===== config.mk =====
export PLATFORM = sky130hd
export DESIGN_NAME = wb_rd_stream_flat
export DESIGN_NICKNAME = d
export VERILOG_FILES = /design/src/rtl/wb_rd_stream_if.sv /design/src/rtl/wb_rd_stream.sv /design/src/flat_wrapper.sv
export SDC_FILE = /design/constraint.sdc
export NUM_CORES = 1
export LEC_CHECK = 0
export ABC_CLOCK_PERIOD_IN_PS = 2250
export CAP_MARGIN = 20
export CORE_ASPECT_RATIO = 2
export CORE_MARGIN = 1.5
export CORE_UTILIZATION = 46
export DETAILED_ROUTE_END_ITERATION = 12
export PLACE_DENSITY = 0.78
export SLEW_MARGIN = 10
export SYNTH_ARGS = -nofsm -noshare
export SYNTH_HDL_FRONTEND = slang
export SYNTH_SLANG_ARGS = --single-unit
export TNS_END_PERCENT = 20

===== constraint.sdc =====
create_clock -name clk -period 2.25 [get_ports clk]
set_input_delay 0.5625 -clock clk [delete_from_list [all_inputs] [get_ports clk]]
set_output_delay 0.5625 -clock clk [all_outputs]
set_load 0.02 [all_outputs]

===== src/rtl/wb_rd_stream_if.sv =====
// ---------------------------------------------------------------------------
// wb_rd_stream_if
// Groups the Wishbone classic read bus and the output valid/ready stream
// of wb_rd_stream.
//   master modport : the read engine (drives cyc/stb/adr, the stream data
//                    and out_valid; receives dat_sm, ack and out_ready)
//   slave modport  : the bus slave and the stream consumer
// Parameter ADR_W : Wishbone word-address width.
// ---------------------------------------------------------------------------
interface wb_rd_stream_if #(
    parameter int ADR_W = 11
) ();
    logic             wb_cyc;
    logic             wb_stb;
    logic             wb_we;
    logic [3:0]       wb_sel;
    logic [ADR_W-1:0] wb_adr;
    logic [31:0]      wb_dat_ms;
    logic [31:0]      wb_dat_sm;
    logic             wb_ack;
    logic [31:0]      out_data;
    logic             out_valid;
    logic             out_ready;

    modport master (
        output wb_cyc, wb_stb, wb_we, wb_sel, wb_adr, wb_dat_ms,
        input  wb_dat_sm, wb_ack,
        output out_data, out_valid,
        input  out_ready
    );

    modport slave (
        input  wb_cyc, wb_stb, wb_we, wb_sel, wb_adr, wb_dat_ms,
        output wb_dat_sm, wb_ack,
        input  out_data, out_valid,
        output out_ready
    );
endinterface


===== src/rtl/wb_rd_stream.sv =====
// ---------------------------------------------------------------------------
// wb_rd_stream
// Wishbone classic read master: on start it reads len consecutive 32-bit
// words from base_adr (one single read per transfer) into a small
// first-word-fall-through FIFO that drives a valid/ready output stream.
// A one-cycle GAP after every ack absorbs the block RAM's trailing ack.
//
// Ports:
//   clk       : clock, rising edge
//   rst       : asynchronous active-low reset
//   start     : one-cycle command, sampled only when idle
//   base_adr  : first word address (latched on start)
//   len       : number of words (latched on start); 0 -> immediate done
//   busy      : transfer in progress
//   done      : one-cycle pulse at the end of a transfer
//   err       : sticky ack-timeout flag (constant 0 without the option)
//   bus       : wb_rd_stream_if.master (Wishbone bus + output stream)
//
// Optional feature macro: WB_RD_STREAM_TIMEOUT_EN
//   When defined, a REQ that sees no qualified ack within TIMEOUT cycles
//   is abandoned, err is set, and the transfer finishes through FLUSH.
// ---------------------------------------------------------------------------
module wb_rd_stream #(
    parameter int ADR_W      = 11,
    parameter int LEN_W      = 12,
    parameter int FIFO_DEPTH = 4,
    parameter int TIMEOUT    = 16
) (
    input  logic               clk,
    input  logic               rst,
    input  logic               start,
    input  logic [ADR_W-1:0]   base_adr,
    input  logic [LEN_W-1:0]   len,
    output logic               busy,
    output logic               done,
    output logic               err,
    wb_rd_stream_if.master     bus
);
    localparam logic [2:0] IDLE  = 3'd0;
    localparam logic [2:0] ISSUE = 3'd1;
    localparam logic [2:0] REQ   = 3'd2;
    localparam logic [2:0] GAP   = 3'd3;
    localparam logic [2:0] FLUSH = 3'd4;

    localparam int PTR_W = $clog2(FIFO_DEPTH);
    localparam int CNT_W = PTR_W + 1;

    logic [2:0]       state_q, state_d;
    logic [ADR_W-1:0] adr_q, adr_d;
    logic [LEN_W-1:0] rem_q, rem_d;
    logic             busy_q, busy_d;
    logic             done_q, done_d;

    logic [PTR_W-1:0] wr_ptr_q, wr_ptr_d;
    logic [PTR_W-1:0] rd_ptr_q, rd_ptr_d;
    logic [CNT_W-1:0] count_q, count_d;
    logic [31:0]      fifo_mem [FIFO_DEPTH];

    logic push;
    logic pop;

    // An ack only counts while stb is high; stb is high exactly in REQ.
    assign push = (state_q == REQ) && bus.wb_ack;
    assign pop  = (count_q != '0) && bus.out_ready;

    assign bus.wb_cyc    = (state_q == REQ);
    assign bus.wb_stb    = (state_q == REQ);
    assign bus.wb_we     = 1'b0;
    assign bus.wb_sel    = 4'hF;
    assign bus.wb_dat_ms = 32'h0;
    assign bus.wb_adr    = adr_q;
    assign bus.out_valid = (count_q != '0);
    assign bus.out_data  = fifo_mem[rd_ptr_q];

    assign busy = busy_q;
    assign done = done_q;

`ifdef WB_RD_STREAM_TIMEOUT_EN
    localparam int TMR_W = $clog2(TIMEOUT + 1);
    logic [TMR_W-1:0] tmr_q, tmr_d;
    logic             err_q, err_d;
    assign err = err_q;
`else
    assign err = 1'b0;
`endif

    // ---------------- control FSM ----------------
    always_comb begin
        state_d = state_q;
        adr_d   = adr_q;
        rem_d   = rem_q;
        busy_d  = busy_q;
        done_d  = 1'b0;
`ifdef WB_RD_STREAM_TIMEOUT_EN
        err_d   = err_q;
        tmr_d   = '0;
`endif
        case (state_q)
            IDLE: begin
                if (start) begin
                    if (len != '0) begin
                        adr_d   = base_adr;
                        rem_d   = len;
                        busy_d  = 1'b1;
                        state_d = ISSUE;
`ifdef WB_RD_STREAM_TIMEOUT_EN
                        err_d   = 1'b0;
`endif
                    end else begin
                        done_d = 1'b1;
                    end
                end
            end
            ISSUE: begin
                // Only one read is ever outstanding, so a free slot now
                // guarantees room for the word when it arrives.
                if (count_q < CNT_W'(FIFO_DEPTH)) begin
                    state_d = REQ;
                end
            end
            REQ: begin
                if (bus.wb_ack) begin
                    adr_d   = adr_q + 1'b1;
                    rem_d   = rem_q - 1'b1;
                    state_d = GAP;
                end
`ifdef WB_RD_STREAM_TIMEOUT_EN
                else if (tmr_q == TMR_W'(TIMEOUT - 1)) begin
                    err_d   = 1'b1;
                    state_d = FLUSH;
                end else begin
                    tmr_d = tmr_q + 1'b1;
                end
`endif
            end
            GAP: begin
                state_d = (rem_q != '0) ? ISSUE : FLUSH;
            end
            FLUSH: begin
                if (count_q == '0) begin
                    busy_d  = 1'b0;
                    done_d  = 1'b1;
                    state_d = IDLE;
                end
            end
            default: begin
                state_d = IDLE;
                busy_d  = 1'b0;
            end
        endcase
    end

    // ---------------- FIFO pointers ----------------
    always_comb begin
        wr_ptr_d = push ? wr_ptr_q + 1'b1 : wr_ptr_q;
        rd_ptr_d = pop  ? rd_ptr_q + 1'b1 : rd_ptr_q;
        case ({push, pop})
            2'b10:   count_d = count_q + 1'b1;
            2'b01:   count_d = count_q - 1'b1;
            default: count_d = count_q;
        endcase
    end

    always_ff @(posedge clk or negedge rst) begin
        if (!rst) begin
            state_q  <= IDLE;
            adr_q    <= '0;
            rem_q    <= '0;
            busy_q   <= 1'b0;
            done_q   <= 1'b0;
            wr_ptr_q <= '0;
            rd_ptr_q <= '0;
            count_q  <= '0;
`ifdef WB_RD_STREAM_TIMEOUT_EN
            err_q    <= 1'b0;
            tmr_q    <= '0;
`endif
        end else begin
            state_q  <= state_d;
            adr_q    <= adr_d;
            rem_q    <= rem_d;
            busy_q   <= busy_d;
            done_q   <= done_d;
            wr_ptr_q <= wr_ptr_d;
            rd_ptr_q <= rd_ptr_d;
            count_q  <= count_d;
`ifdef WB_RD_STREAM_TIMEOUT_EN
            err_q    <= err_d;
            tmr_q    <= tmr_d;
`endif
        end
    end

    // Storage needs no reset: an entry is only visible once count covers it.
    always_ff @(posedge clk) begin
        if (push) begin
            fifo_mem[wr_ptr_q] <= bus.wb_dat_sm;
        end
    end

endmodule

===== src/flat_wrapper.sv =====
// flat-port wrapper written by rule: the top's interface ports become plain ports
module wb_rd_stream_flat 
#(
    parameter int ADR_W      = 11,
    parameter int LEN_W      = 12,
    parameter int FIFO_DEPTH = 4,
    parameter int TIMEOUT    = 16
)
  (clk, rst, start, base_adr, len, busy, done, err, bus_wb_cyc, bus_wb_stb, bus_wb_we, bus_wb_sel, bus_wb_adr, bus_wb_dat_ms, bus_wb_dat_sm, bus_wb_ack, bus_out_data, bus_out_valid, bus_out_ready);
  wb_rd_stream_if #(.ADR_W(ADR_W)) bus_i ();
  input  logic clk;
  input  logic rst;
  input  logic start;
  input  logic [ADR_W-1:0] base_adr;
  input  logic [LEN_W-1:0] len;
  output logic busy;
  output logic done;
  output logic err;
  output wire logic [$bits(bus_i.wb_cyc)-1:0] bus_wb_cyc;
  output wire logic [$bits(bus_i.wb_stb)-1:0] bus_wb_stb;
  output wire logic [$bits(bus_i.wb_we)-1:0] bus_wb_we;
  output wire logic [$bits(bus_i.wb_sel)-1:0] bus_wb_sel;
  output wire logic [$bits(bus_i.wb_adr)-1:0] bus_wb_adr;
  output wire logic [$bits(bus_i.wb_dat_ms)-1:0] bus_wb_dat_ms;
  input wire logic [$bits(bus_i.wb_dat_sm)-1:0] bus_wb_dat_sm;
  input wire logic [$bits(bus_i.wb_ack)-1:0] bus_wb_ack;
  output wire logic [$bits(bus_i.out_data)-1:0] bus_out_data;
  output wire logic [$bits(bus_i.out_valid)-1:0] bus_out_valid;
  input wire logic [$bits(bus_i.out_ready)-1:0] bus_out_ready;
  assign bus_wb_cyc = bus_i.wb_cyc;
  assign bus_wb_stb = bus_i.wb_stb;
  assign bus_wb_we = bus_i.wb_we;
  assign bus_wb_sel = bus_i.wb_sel;
  assign bus_wb_adr = bus_i.wb_adr;
  assign bus_wb_dat_ms = bus_i.wb_dat_ms;
  assign bus_i.wb_dat_sm = bus_wb_dat_sm;
  assign bus_i.wb_ack = bus_wb_ack;
  assign bus_out_data = bus_i.out_data;
  assign bus_out_valid = bus_i.out_valid;
  assign bus_i.out_ready = bus_out_ready;
  wb_rd_stream #(.ADR_W(ADR_W), .LEN_W(LEN_W), .FIFO_DEPTH(FIFO_DEPTH), .TIMEOUT(TIMEOUT)) u_core (.clk(clk), .rst(rst), .start(start), .base_adr(base_adr), .len(len), .busy(busy), .done(done), .err(err), .bus(bus_i));
endmodule

---- Word level (Yosys, flattened, before mapping) ----
Memory sizes are Yosys's and may differ from the RTL's.
Index checks and enable logic that the tools add are counted.
operators by class
  add/subtract/negate cells ............... 6
  order comparisons ....................... 1
  eq/ne operators ......................... 11
  muxes and demuxes ....................... 26
  bitwise operators ....................... 1
  reduce and logical (&&, ||, !) cells .... 13
operators by type and width
  kind                     number
  $mux W12                 3
  $mux W11                 3
  $pmux W12 S2             1
  $reduce_bool A12 Y1      2
  $pmux W11 S2             1
  $mux W3                  6
  $pmux W3 S5              1
  $sub A12 B1 Y12 const B  1
  $add A11 B1 Y11 const B  1
  $mux W1                  8
  $ne A2 B1 Y1 const B     4
  $reduce_and A4 Y1        2
  $eq A3 B2 Y1 const B     2
  $logic_not A3 Y1         2
  $pmux W3 S2              1
  $reduce_and A5 Y1        1
  $add A2 B1 Y2 const B    2
  $reduce_bool A2 Y1       2
  $add A3 B1 Y3 const B    1
  $eq A3 B1 Y1 const B     1
  $eq A3 B3 Y1 const B     1
  $lt A3 B3 Y1 const B     1
  $pmux W1 S3              1
  $reduce_bool A3 Y1       1
  other kinds (8)          9
storage, ports and cells
  register bits after elaboration ......... 35
  memory bits (writable) .................. 128
  output and inout bits ................... 86
  logic and storage cells ................. 67
  memories ................................ 1
memories
  memory           depth  bits a word  read ports  clocked after Yosys merged registers in  write ports  line                source
  u_core.fifo_mem  4      32           1           0                                        1            wb_rd_stream.sv:57  logic [31:0] fifo_mem [FIFO_DEPTH];

---- Depth between registers and ports, before layout ----
  depth after elaboration ................. 4
  depth in mapped cells ................... 11
  mapped depth without buffers ............ 9

---- Worst setup path after synthesis ----
Ideal clock, no wire load.
  path type ............................... register -> register
  start point ............................. register u_core.state_q[1]
  end point ............................... memory u_core.fifo_mem[0][0], enable pin
  arrival time ............................ 2.013 ns
  data required time ...................... 1.858 ns
  setup slack ............................. -0.155 ns
  stages on the path, launching flop included .. 7
  path buffers ............................ 3
  period minus slack after synthesis ...... 2.405 ns
  cells stage by stage .................... dfrtp_1 > buf_4 > or3b_1 > buf_6 > clkinv_4 > buf_4 > and3_1
between the ends
  cells in the longest elaborated chain, start to end .. 4
RTL lines
  item                           line                 source
  start: declaration             wb_rd_stream.sv:48   logic [2:0] state_q, state_d;
  start signal: assignment       wb_rd_stream.sv:179  state_q <= state_d;
  $eq A3 B2 Y1                   n/a
  named net bus_wb_cyc           flat_wrapper.sv:19   output wire logic [$bits(bus_i.wb_cyc)-1:0] bus_wb_cyc;
  $logic_and A1 B1 Y1            wb_rd_stream.sv:63   assign push = (state_q == REQ) && bus.wb_ack;
  $mux W1                        wb_rd_stream.sv:196  if (push) begin
  $mux W1 (implied by the code)  wb_rd_stream.sv:197  fifo_mem[wr_ptr_q] <= bus.wb_dat_sm;
  end: declaration               wb_rd_stream.sv:57
The timed path passes the listed nets, and every way through them passes these cells.

---- Final worst setup path ----
  start point ............................. register u_core.rd_ptr_q[0]
  end point ............................... output bus_out_data[7]
between the ends
  cells in the longest elaborated chain, start to end .. 1
RTL lines
  item                      line                 source
  start: declaration        wb_rd_stream.sv:55   logic [PTR_W-1:0] rd_ptr_q, rd_ptr_d;
  start signal: assignment  wb_rd_stream.sv:185  rd_ptr_q <= rd_ptr_d;
  $mem_v2 Z4 W32            n/a
  end: declaration          flat_wrapper.sv:27   output wire logic [$bits(bus_i.out_data)-1:0] bus_out_data;
Every way passes these cells.

==> results.cfg <==
[sta]
finalClockSkew_ps = 14.5
tightest_slew_ps = 540
setup_viol = 30
final.period_utilization_pct = 102
slew_viol_final = 0
grt_setup_unrepaired = true
slew_headroom_pct = 63.7
fin_ws_ps = -52.3
post_layout_min_period_ps = 2300
timing.fmax_ghz = 0.434
final_hold_vio_count = 0

[logic_synthesis]
post_synth_num_cell_types = 51
number_of_cells_produced_by_synthesis = 451
synth_warnings = 0
postSynthAreaPerCell_sq_um = 15.8
ys_top_cells_by_area = edfxtp_1, dfrtp_1, mux4_2, buf_4, ha_1
postSynthRegisterBits = 163
seq_area_frac_synth_pct = 66.1
yosysTopAreaCellShare_pct = 53.8
synth_top_area_cell = edfxtp_1
netlist_area_sq_mm = 0.00714
async_flop_share_pct = 21.5
dominantRegCellSynth = edfxtp_1
synth_enable_flop_cells = 128

[grt]
grt_overflow = 0
grt_use_total_pct = 19.1
grt_max_degree = 36
grt_pass1_wl_um = 23600
antenna_violations_before_repair = 0
first_global_vias = 4496

[floorplan]
placementRows = 64
io_pins = 146
floorplan.die.width_um = 91.1
core-area_sq_mm = 0.0152
initial_core_util_pct = 46.9
chipHeight_um = 179
die-area_sq_mm = 0.0163

[routing]
drt_drc = 0
detailedRoute.firstIterationViolations = 280
route.vias.total = 4259
wl_per_cell_um = 19.1
postRouteWirelength_um = 15200
drt.antenna.violating_nets = 0
detail_route.vias_per_cell = 5.38
detail_route.first_pass.iterations = 5

[setup_path]
worst_ep_arrival_time_ps = 1740
worst-endpoint-required_ps = 1690
critPathKind = flip-flop to output pin
critPathMaxFanout = 7
critPathCaptureType = output pin
critPathLaunchType = flip-flop

[place]
detailedPlacementHpwl_um = 9870
globalplace.congestion = 0.806
count_of_input_and_output_buffers = 107
pre_cts_slack_ps = -133

[pwr]
power_frac_comb_pct = 38.6
power.share.sequential_pct = 36.1
netSwitchingPower_w = 0.00383
worst_ir_drop_vdd_mv = 0.632
static-leakage-power_nw = 3.34
internal_power_w = 0.00762
power.share.clock_pct = 25.3
cellPowerDensity_mw_per_mm2 = 1260
switching_share_of_power_pct = 33.4

[clocking]
clock-sinks = 163
ctsHoldBuffers = 0
cts-root-buf = clkbuf_16
cts-root-to-sink-buffers = 2
clkSlewWorstSetupHoldPaths_ps = 60
clock_tree_from_tritoncts = yes
clk-insertion-delay-late_ps = 420
tritoncts.num_buffers = 17
number_of_levels_in_the_clock_h_tree = 4

[status]
violations = setup timing
run_status = finished, violations left

[final_layout]
layout_commonest_cell = edfxtp_1
area.growth.synth_to_final_pct = 27.4
area_used_by_multi_input_combinational_logic_sq_mm = 0.00207
fin_nets = 650
mostFrequentLayoutCells = edfxtp_1, clkdlybuf4s50_1, conb_1
fillerInstances = 1121
post-route-util_pct = 59.8
ff_latch_area_sq_mm = 0.00472
post_route_cells_drive_above_1_share_pct = 24.7
insertedDiodeCount = 0

[hold_path]
timing.hold.worst.class = flip-flop to flip-flop

[flow_run]
cap_viol_max_count = 0
==> timing repair <==
action	CTS	global route
cloned	2	0
gates resized for setup	165	18
setup buffers	6	0
endpoints found under the setup margin	37	35
==> Yosys cell counts (all sizes together), types with 2 or more instances <==
master	number
nand3	9
buf	59
nor2	18
conb	2
xor2	3
ha	8
a32oi	4
a2bb2oi	10
nor3b	2
mux2	3
a211o	2
inv	10
clkbuf	7
nand3b	2
nor3	14
o31ai	9
o22ai	5
and2	5
nand2	12
mux2i	2
and3	7
a21oi	8
nor4	6
a31oi	6
a22oi	3
nand4	3
and4b	2
dfrtp	35
o21ai	20
xnor2	3
mux4	32
a211oi	3
edfxtp	128
==> cell type report <==
type	count	area share [%]
timing repair buffer	141	15.3
inverter	11	0.509
sequential	163	51.9
multi-input combinational	247	22.8
clock buffer	25	6.24
tap	198	2.72
clock inverter	7	0.578
==> sequential cells by signal, indices dropped and copies added, names as in the netlist <==
name	cells
u_core.wr_ptr_q	2
u_core.rem_q	12
u_core.done	1
u_core.fifo_mem	128
u_core.busy	1
u_core.bus.wb_adr	11
u_core.count_q	3
u_core.rd_ptr_q	2
u_core.state_q	3
==> routing by layer <==
| metal | share of wire, % | vias up | wire (um) | track usage (%) |
|---|---|---|---|---|
| met4 | 1.2 | 0 | 189 | 6.38 |
| met3 | 5.2 | 13 | 788 | 4.33 |
| li1 | - | 1938 | - | - |
| met5 | 0 | - | 0 | 0 |
| met1 | 34 | 2138 | 5160 | 20.2 |
| met2 | 60 | 170 | 9030 | 36.8 |
==> final timing paths <==
| check | from | endpoint | slack, ps | depth (start not counted) |
|---|---|---|---|---|
| max | u_core.rd_ptr_q[0]$_DFFE_PN0P_ | bus_out_data[7] | -50 | 3 |
| min | u_core.count_q[0]$_DFFE_PN0P_ | u_core.count_q[0]$_DFFE_PN0P_ | 520 | 1 |
| max reg2reg | u_core.state_q[0]$_DFFE_PN0P_ | u_core.count_q[2]$_DFFE_PN0P_ | 110 | 10 |
| min reg2reg | u_core.count_q[0]$_DFFE_PN0P_ | u_core.count_q[0]$_DFFE_PN0P_ | 520 | 1 |
| max in group asynchronous | rst | u_core.rd_ptr_q[0]$_DFFE_PN0P_ | 1310 | 2 |
| min in group asynchronous | rst | u_core.bus.wb_adr[1]$_DFFE_PN0P_ | 570 | 2 |
==> metrics by stage <==
| stage | instance area (sq um) | cells | TNS, ps | hold slack [ps] | total power (W) |
|---|---|---|---|---|---|
| 2_1_floorplan | 7280 | 487 | -14910 | 267 | 0.00693 |
| 3_3_place_gp | 8490 | 756 | -1900 | 476 | 0.00845 |
| 3_5_place_dp | 8490 | 756 | -2320 | 493 | 0.00861 |
| 4_1_cts | 9140 | 796 | -2380 | 514 | 0.0116 |
| 5_1_grt | 9100 | 792 | -2970 | 540 | 0.0120 |
| 6_report | 9100 | 792 | -767 | 515 | 0.0115 |
==> kinds of logic (layout without fill, tap and decap cells) <==
family                     count (synthesis)  count (layout)  share of synthesized area (%)
AOI/OAI and AO/OA                         73              73                           6.82
xor gates and xnor gates                   6               6                          0.736
adders and majority gates                  9               9                           1.68
buffers and inverters                     77             184                           6.97
DFF                                      163             163                           66.1
muxes                                     37              37                           10.8
other                                      2              38                          0.105
and+or+nand+nor                           84              84                           6.76
==> worst max-delay path, cell delays in order, from the launching register on <==
cell	delay [ps]
dfrtp_2	440
buf_6	190
mux4_2	520
buf_2	180
==> power groups by stage <==
stage,logic [W],clock network (W),registers [W]
2_1_floorplan,0.00276,0,0.00417
3_3_place_gp,0.00433,0,0.00412
3_5_place_dp,0.00444,0,0.00417
4_1_cts,0.00457,0.00293,0.00412
5_1_grt,0.00477,0.00304,0.00419
6_report,0.00442,0.00289,0.00414
Note: power is estimated with default switching activity, not from simulation.
